$ cat src/rtl/burst_pi_filter_pkg.sv
// Shared types and helpers for the colour-burst PI loop filter.
// Optional build macro: BURST_PI_AVG_EN (burst length normalisation).
package burst_pi_pkg;

  typedef enum logic [1:0] {IDLE, ACCUM, UPDATE} state_e;

  localparam int DEF_KP_SHIFT = 6;
  localparam int DEF_KI_SHIFT = 10;

  // Inputs must fit in 62 bits so the 64-bit sum cannot overflow before clamping.
  function automatic logic signed [63:0] sat_add(input logic signed [63:0] a,
                                                 input logic signed [63:0] b,
                                                 input int width);
    logic signed [63:0] s;
    logic signed [63:0] maxv;
    logic signed [63:0] minv;
    s    = a + b;
    maxv = (64'sd1 <<< (width - 1)) - 64'sd1;
    minv = -(64'sd1 <<< (width - 1));
    if (s > maxv)      sat_add = maxv;
    else if (s < minv) sat_add = minv;
    else               sat_add = s;
  endfunction

  // Exponent of v rounded up to a power of two.
  function automatic int clog2_dyn(input int unsigned v);
    int r;
    r = 0;
    for (int k = 0; k < 32; k++) begin
      if ((32'd1 << k) < v) r = k + 1;
    end
    return r;
  endfunction

endpackage

$ cat src/rtl/burst_pi_filter_if.sv
// Burst-gate, error and NCO-offset signals of the burst PI loop filter.
// Optional build macro: BURST_PI_AVG_EN (affects burst_err scaling only).
interface burst_pi_filter_if #(
  parameter int ERR_W = 12,
  parameter int OUT_W = 16,
  parameter int ACC_W = 20
);
  logic                    burst_active;
  logic signed [ERR_W-1:0] error_in;
  logic                    freeze;
  logic signed [OUT_W-1:0] offset_out;
  logic                    update_valid;
  logic signed [ACC_W-1:0] burst_err;
  logic                    locked;

  modport master (
    output burst_active, error_in, freeze,
    input  offset_out, update_valid, burst_err, locked
  );

  modport slave (
    input  burst_active, error_in, freeze,
    output offset_out, update_valid, burst_err, locked
  );
endinterface

$ cat src/rtl/burst_pi_filter_lock_detect.sv
// Lock detector: counts consecutive accepted lines whose burst error is small.
// Optional build macro: BURST_PI_AVG_EN (no effect here).
module burst_lock_detect #(
  parameter int ACC_W       = 20,
  parameter int LOCK_THRESH = 256,
  parameter int LOCK_LINES  = 16
) (
  input  logic                    clk,
  input  logic                    rst_n,
  input  logic                    update_i,
  input  logic                    clear_i,
  input  logic                    freeze_i,
  input  logic signed [ACC_W-1:0] burst_err_i,
  output logic                    locked_o
);
  localparam int CNT_W = $clog2(LOCK_LINES + 1);
  localparam logic [ACC_W:0]   THRESH_V = (ACC_W + 1)'(LOCK_THRESH);
  localparam logic [CNT_W-1:0] FULL_V   = CNT_W'(LOCK_LINES);

  logic [CNT_W-1:0] cnt_q, cnt_d;
  logic [ACC_W-1:0] mag;
  logic             good;

  // Negating the most negative value yields its correct unsigned magnitude.
  assign mag  = burst_err_i[ACC_W-1] ? ACC_W'(-burst_err_i) : ACC_W'(burst_err_i);
  assign good = ({1'b0, mag} < THRESH_V);

  always_comb begin
    cnt_d = cnt_q;
    if (clear_i) begin
      cnt_d = '0;
    end else if (update_i && !freeze_i) begin
      if (!good)               cnt_d = '0;
      else if (cnt_q != FULL_V) cnt_d = cnt_q + 1'b1;
    end
  end

  always_ff @(posedge clk or negedge rst_n) begin
    if (!rst_n) cnt_q <= '0;
    else        cnt_q <= cnt_d;
  end

  assign locked_o = (cnt_q == FULL_V);
endmodule

$ cat src/rtl/burst_pi_filter.sv
// Burst-window error accumulator feeding a once-per-line saturating PI controller.
// Optional build macro: BURST_PI_AVG_EN normalises each accepted burst to a nominal length.
module burst_pi_filter
  import burst_pi_pkg::*;
#(
  parameter int ERR_W       = 12,
  parameter int OUT_W       = 16,
  parameter int ACC_W       = 20,
  parameter int INT_W       = 32,
  parameter int KP_SHIFT    = DEF_KP_SHIFT,
  parameter int KI_SHIFT    = DEF_KI_SHIFT,
  parameter int MAX_SAMPLES = 127,
  parameter int MIN_SAMPLES = 8,
  parameter int LOCK_THRESH = 256,
  parameter int LOCK_LINES  = 16
) (
  input logic               clk,
  input logic               rst_n,
  burst_pi_filter_if.slave  bus
);
  localparam int CNT_W     = $clog2(MAX_SAMPLES + 1);
  localparam int AVG_SHIFT = CNT_W;
  localparam logic [CNT_W-1:0] MAX_V = CNT_W'(MAX_SAMPLES);
  localparam logic [CNT_W-1:0] MIN_V = CNT_W'(MIN_SAMPLES);

  state_e                  state_q, state_d;
  logic signed [ACC_W-1:0] acc_q, acc_d;
  logic [CNT_W-1:0]        cnt_q, cnt_d;
  logic signed [ACC_W-1:0] burst_err_q, burst_err_d;
  logic signed [INT_W-1:0] integ_q, integ_d;
  logic signed [OUT_W-1:0] offset_q, offset_d;
  logic                    uv_q, uv_d;

  logic signed [ERR_W-1:0] err_s;
  logic signed [ACC_W-1:0] err_ext;
  logic signed [ACC_W-1:0] accepted;
  logic signed [63:0]      isum64, i64, p64;
  logic                    upd, discard;

  assign err_s   = bus.error_in;
  assign err_ext = ACC_W'(err_s);

`ifdef BURST_PI_AVG_EN
  assign accepted = ACC_W'((64'(acc_q) <<< AVG_SHIFT) >>> clog2_dyn(32'(cnt_q)));
`else
  assign accepted = acc_q;
`endif

  always_comb begin
    state_d     = state_q;
    acc_d       = acc_q;
    cnt_d       = cnt_q;
    burst_err_d = burst_err_q;
    integ_d     = integ_q;
    offset_d    = offset_q;
    uv_d        = 1'b0;
    upd         = 1'b0;
    discard     = 1'b0;
    isum64      = sat_add(64'(integ_q), 64'(burst_err_q), INT_W);
    i64         = (bus.freeze ? 64'(integ_q) : isum64) >>> KI_SHIFT;
    p64         = 64'(burst_err_q) >>> KP_SHIFT;
    case (state_q)
      IDLE: begin
        if (bus.burst_active) begin
          state_d = ACCUM;
          acc_d   = err_ext;
          cnt_d   = CNT_W'(1);
        end
      end
      ACCUM: begin
        if (bus.burst_active) begin
          if (cnt_q != MAX_V) begin
            acc_d = acc_q + err_ext;
            cnt_d = cnt_q + 1'b1;
          end
        end else begin
          acc_d = '0;
          cnt_d = '0;
          if (cnt_q >= MIN_V) begin
            burst_err_d = accepted;
            state_d     = UPDATE;
          end else begin
            discard = 1'b1;
            state_d = IDLE;
          end
        end
      end
      UPDATE: begin
        // A burst starting here is deliberately dropped; IDLE picks it up next cycle.
        state_d  = IDLE;
        upd      = 1'b1;
        uv_d     = 1'b1;
        integ_d  = bus.freeze ? integ_q : INT_W'(isum64);
        offset_d = OUT_W'(sat_add(p64, i64, OUT_W));
      end
      default: state_d = IDLE;
    endcase
  end

  always_ff @(posedge clk or negedge rst_n) begin
    if (!rst_n) begin
      state_q     <= IDLE;
      acc_q       <= '0;
      cnt_q       <= '0;
      burst_err_q <= '0;
      integ_q     <= '0;
      offset_q    <= '0;
      uv_q        <= 1'b0;
    end else begin
      state_q     <= state_d;
      acc_q       <= acc_d;
      cnt_q       <= cnt_d;
      burst_err_q <= burst_err_d;
      integ_q     <= integ_d;
      offset_q    <= offset_d;
      uv_q        <= uv_d;
    end
  end

  burst_lock_detect #(
    .ACC_W      (ACC_W),
    .LOCK_THRESH(LOCK_THRESH),
    .LOCK_LINES (LOCK_LINES)
  ) u_lock (
    .clk        (clk),
    .rst_n      (rst_n),
    .update_i   (upd),
    .clear_i    (discard),
    .freeze_i   (bus.freeze),
    .burst_err_i(burst_err_q),
    .locked_o   (bus.locked)
  );

  assign bus.offset_out   = offset_q;
  assign bus.update_valid = uv_q;
  assign bus.burst_err    = burst_err_q;
endmodule

$ cat src/flat_wrapper.sv
// flat-port wrapper written by rule: the top's interface ports become plain ports
module burst_pi_filter_flat import burst_pi_pkg::*;
#(
  parameter int ERR_W       = 12,
  parameter int OUT_W       = 16,
  parameter int ACC_W       = 20,
  parameter int INT_W       = 32,
  parameter int KP_SHIFT    = DEF_KP_SHIFT,
  parameter int KI_SHIFT    = DEF_KI_SHIFT,
  parameter int MAX_SAMPLES = 127,
  parameter int MIN_SAMPLES = 8,
  parameter int LOCK_THRESH = 256,
  parameter int LOCK_LINES  = 16
)
  (clk, rst_n, bus_burst_active, bus_error_in, bus_freeze, bus_offset_out, bus_update_valid, bus_burst_err, bus_locked);
  burst_pi_filter_if #(.ERR_W(ERR_W), .OUT_W(OUT_W), .ACC_W(ACC_W)) bus_i ();
  input logic clk;
  input logic rst_n;
  input wire logic [$bits(bus_i.burst_active)-1:0] bus_burst_active;
  input wire logic [$bits(bus_i.error_in)-1:0] bus_error_in;
  input wire logic [$bits(bus_i.freeze)-1:0] bus_freeze;
  output wire logic [$bits(bus_i.offset_out)-1:0] bus_offset_out;
  output wire logic [$bits(bus_i.update_valid)-1:0] bus_update_valid;
  output wire logic [$bits(bus_i.burst_err)-1:0] bus_burst_err;
  output wire logic [$bits(bus_i.locked)-1:0] bus_locked;
  assign bus_i.burst_active = bus_burst_active;
  assign bus_i.error_in = bus_error_in;
  assign bus_i.freeze = bus_freeze;
  assign bus_offset_out = bus_i.offset_out;
  assign bus_update_valid = bus_i.update_valid;
  assign bus_burst_err = bus_i.burst_err;
  assign bus_locked = bus_i.locked;
  burst_pi_filter #(.ERR_W(ERR_W), .OUT_W(OUT_W), .ACC_W(ACC_W), .INT_W(INT_W), .KP_SHIFT(KP_SHIFT), .KI_SHIFT(KI_SHIFT), .MAX_SAMPLES(MAX_SAMPLES), .MIN_SAMPLES(MIN_SAMPLES), .LOCK_THRESH(LOCK_THRESH), .LOCK_LINES(LOCK_LINES)) u_core (.clk(clk), .rst_n(rst_n), .bus(bus_i));
endmodule
$ cat config.mk
export PLATFORM = sky130hd
export DESIGN_NAME = burst_pi_filter_flat
export DESIGN_NICKNAME = d
export VERILOG_FILES = /design/src/rtl/burst_pi_filter_pkg.sv /design/src/rtl/burst_pi_filter_if.sv /design/src/rtl/burst_pi_filter_lock_detect.sv /design/src/rtl/burst_pi_filter.sv /design/src/flat_wrapper.sv
export SDC_FILE = /design/constraint.sdc
export NUM_CORES = 1
export LEC_CHECK = 0
export ABC_AREA = 1
export CAP_MARGIN = 0
export CORE_ASPECT_RATIO = 1.5
export CORE_MARGIN = 8
export CORE_UTILIZATION = 35
export CTS_CLUSTER_DIAMETER = 50
export DETAILED_ROUTE_END_ITERATION = 12
export HOLD_SLACK_MARGIN = 0.15
export PLACE_DENSITY = 0.56
export RECOVER_POWER = 25
export REMOVE_ABC_BUFFERS = 1
export SETUP_SLACK_MARGIN = 0.02
export SLEW_MARGIN = 20
export SYNTH_ARGS = -nofsm -noshare
export SYNTH_HDL_FRONTEND = slang
export SYNTH_SLANG_ARGS = --single-unit
$ cat constraint.sdc
create_clock -name clk -period 5.65 [get_ports clk]
set_input_delay 1.695 -clock clk [delete_from_list [all_inputs] [get_ports clk]]
set_output_delay 1.695 -clock clk [all_outputs]
set_load 0.03 [all_outputs]
==> flow_metrics.py <==
metrics = {
    "global_routing": {
        "grt_pass1_wl_mm": 53.3,
        "gr-usage-met3_pct": 2.42,
        "gr-usage-all-layers_pct": 20.1,
        "grt_use_met2_pct": 41.8,
        "grt_max_degree": 42,
        "grt.busiest_layer": "met2",
        "grtUsageMet1_pct": 18.9,
        "antenna_found_initial": 0,
        "grt-ovfl-total": 0,
        "grt_pass1_vias": 10200,
    },
    "cells_and_area": {
        "nets": 1747,
        "area.growth.synth_to_final_pct": 17.1,
        "stdcell_area_sq_um": 11400,
        "fillers": 3031,
        "multi_input_area_sq_um": 6470,
        "seq_area_sq_um": 2580,
        "fin_util_pct": 41.2,
        "diodes": 0,
        "drive_above_1_share_pct": 8.22,
    },
    "timing": {
        "worst_slew_pin_slew_ns": 2.02,
        "rsz0062_at_grt": "no",
        "fmax_mhz": 190,
        "finalClockSkew_ns": 0.00863,
        "min_period_ns": 5.25,
        "slew_headroom_pct": -34.8,
        "slew_viol_final": 66,
        "min_period_over_period_pct": 93.0,
        "setup_viol": 0,
        "final-hold-violation-count": 0,
        "whs_ns": 0.477,
    },
    "logic_synthesis": {
        "synthesis.area_sq_um": 9770,
        "avgSynthCellArea_sq_um": 6.28,
        "synth_top_area_share_pct": 26.4,
        "synth_edf_count": 0,
        "yosysWarnings": 0,
        "ys_async_sr_fraction_pct": 100,
        "synthMostInstantiatedCell": "nand2_1",
        "yosys.area.top_type": "dfrtp_1",
        "synth.area.top_cells": "dfrtp_1, nand2_1, ha_1, inv_1, a21oi_1",
        "syn_inst": 1557,
        "synth.distinct_cells": 47,
        "ys_seq_elements": 103,
        "synthFlopType": "dfrtp_1",
        "yosysSeqAreaShare_pct": 26.4,
        "synthTopCellsByCount": "nand2_1, inv_1, nor2_1",
    },
    "route": {
        "ant_nets": 0,
        "vias": 10200,
        "drt_first_pass_iters": 5,
        "routed_wl_mm": 33.8,
        "wl_per_cell_microns": 16.9,
        "vias_per_cell": 5.10,
        "drcViolationCount": 0,
        "drt_iter0_markers": 421,
    },
    "worst_setup_path": {
        "cpMaxStageDelayCell": "fa_1",
        "worstPathRequired_ns": 5.92,
        "critPathArrivalTime_ns": 5.52,
        "end_kind": "register",
        "critPathMaxFanout": 12,
        "rr_worst_depth": 32,
        "path_class": "register to register",
        "reg2reg_slack_ns": 0.40,
        "setup.worst_path.start_class": "register",
        "cp-startpoint": "u_core.bus.burst_err[10]$_DFFE_PN0P_",
        "cp_slowest_stage_delay_ns": 0.50,
        "reg2reg_from": "u_core.bus.burst_err[10]$_DFFE_PN0P_",
        "cpMostUsedCell": "nand2_1",
        "rr_endpoint": "u_core.bus.offset_out[0]$_DFFE_PN0P_",
    },
    "run": {
        "maxCapViolCount": 2,
    },
    "place": {
        "hpwlAfterDp_mm": 27.6,
        "dpl_cell_area_sq_um": 11000,
        "port_buffers": 53,
        "place_congestion": 0.972,
    },
    "worst_hold_path": {
        "min_path_type": "register to register",
        "hold_depth": 1,
        "hold_path_end": "u_core.state_q[0]$_DFFE_PN0P_",
        "hold_path_startpoint": "u_core.state_q[1]$_DFFE_PN0P_",
    },
    "clocking": {
        "cts_tree": "yes",
        "clkLatencyLatePin_ns": 0.37,
        "path_clk_slew_ns": 0.08,
        "root_buffer": "clkbuf_16",
        "cts_buffer_depth": 2,
        "numClockSinks": 103,
        "htree_num_levels": 3,
        "cts_inserted_buffers": 9,
    },
    "floorplanning": {
        "initial_core_util_pct": 35.2,
        "die_w_microns": 152,
        "fp.dieArea_sq_um": 33600,
        "io-pin-count": 54,
        "coreArea_sq_um": 27800,
        "rows": 75,
        "die_h_microns": 221,
    },
    "run_status": {
        "violations": "max-capacitance violations, max-slew violations",
        "status": "finished, violations left",
    },
    "power_and_ir_drop": {
        "p_leak_nw": 6.18,
        "power_density_nw_per_um2": 406,
        "ir_worst_vdd_v": 0.000202,
    },
}
-- what timing repair did --
action                                  4_1_cts  5_1_grt
setup buffers                                 0        4
hold buffers                                  0        0
resized for setup                             0       18
endpoints found under the setup margin        0       15
-- cell families after synthesis --
kind of cell               Yosys count  share of synthesized area (%)
and+or+nand+nor                    891                           37.7
adders and majority gates           82                           10.8
buffers and inverters              209                           8.33
xor gates and xnor gates            40                           3.58
DFF                                103                           26.4
AOI/OAI and AO/OA                  232                           13.2
-- cell usage in the layout, fill, tap and decap left out, types with 12 or more instances in the layout --
cell type	n
nand2_1	624
inv_1	173
dfrtp_1	103
nor2_1	102
a21oi_1	98
o21ai_0	82
ha_1	76
nand3_1	60
buf_4	52
clkdlybuf4s50_1	51
xor2_1	28
nand4_1	27
nor2_2	18
nand2_2	16
nor3_1	15
xnor2_1	12
a22oi_1	12
-- metrics by stage --
stage / setup WS (ns) / total power [mW] / std cells / setup TNS, ns
after floorplan: -0.0105 / 2.85 / 1528 / -0.136
after global placement: 0.294 / 3.85 / 1979 / 0
after detailed placement: 0.249 / 3.85 / 1979 / 0
after CTS: 0.245 / 4.59 / 1995 / 0
after global routing: 0.0365 / 5.03 / 2000 / 0
final: 0.397 / 4.64 / 2000 / 0
-- where the power goes --
group | internal (mW) | switching [mW]
Sequential | 0.836 | 0.0873
Combinational | 1.04 | 1.96
Clock | 0.395 | 0.327
-- critical path, delay by kind of cell (launching register included) --
family | cells | cell delay [ns]
AND/OR/NAND/NOR | 23 | 2.45
adder cells (fa/ha/maj) | 3 | 1.34
AO/OA/AOI/OAI | 2 | 0.47
buffers and inverters | 4 | 0.45
flip-flops | 1 | 0.44
-- worst max path at each step --
stage | endpoint | slack, ns | cells after the start
2_1_floorplan | u_core.bus.offset_out[0]$_DFFE_PN0P_ | -0.01 | 30
3_3_place_gp | u_core.bus.offset_out[4]$_DFFE_PN0P_ | 0.29 | 20
3_5_place_dp | u_core.bus.offset_out[9]$_DFFE_PN0P_ | 0.25 | 22
4_1_cts | u_core.bus.offset_out[4]$_DFFE_PN0P_ | 0.25 | 32
5_1_grt | u_core.bus.offset_out[9]$_DFFE_PN0P_ | 0.04 | 32
6_report | u_core.bus.offset_out[0]$_DFFE_PN0P_ | 0.40 | 32
-- registers in the layout, summed over array words and instances, names as in the netlist --
signal	cells
u_core.state_q	2
u_core.integ_q	32
u_core.bus.burst_err	20
u_core.cnt_q	7
u_core.bus.update_valid	1
u_core.acc_q	20
u_core.u_lock.cnt_q	5
u_core.bus.offset_out	16
-- area by class of cell --
cell class | instances | share of cell area (%)
clock buffer | 9 | 1.97
clock inverter | 7 | 0.885
inverter | 180 | 5.90
multi-input combinational | 1246 | 56.5
sequential | 103 | 22.5
tap | 346 | 3.78
timing repair buffer | 109 | 8.47
-- metal layers --
| layer | up-vias | wire [microns] |
|---|---|---|
| li1 | 5199 | - |
| met1 | 4718 | 12300 |
| met2 | 207 | 19000 |
| met3 | 81 | 920 |
| met4 | 0 | 1570 |
| met5 | - | 0 |
(Power assumes the default switching activity.)
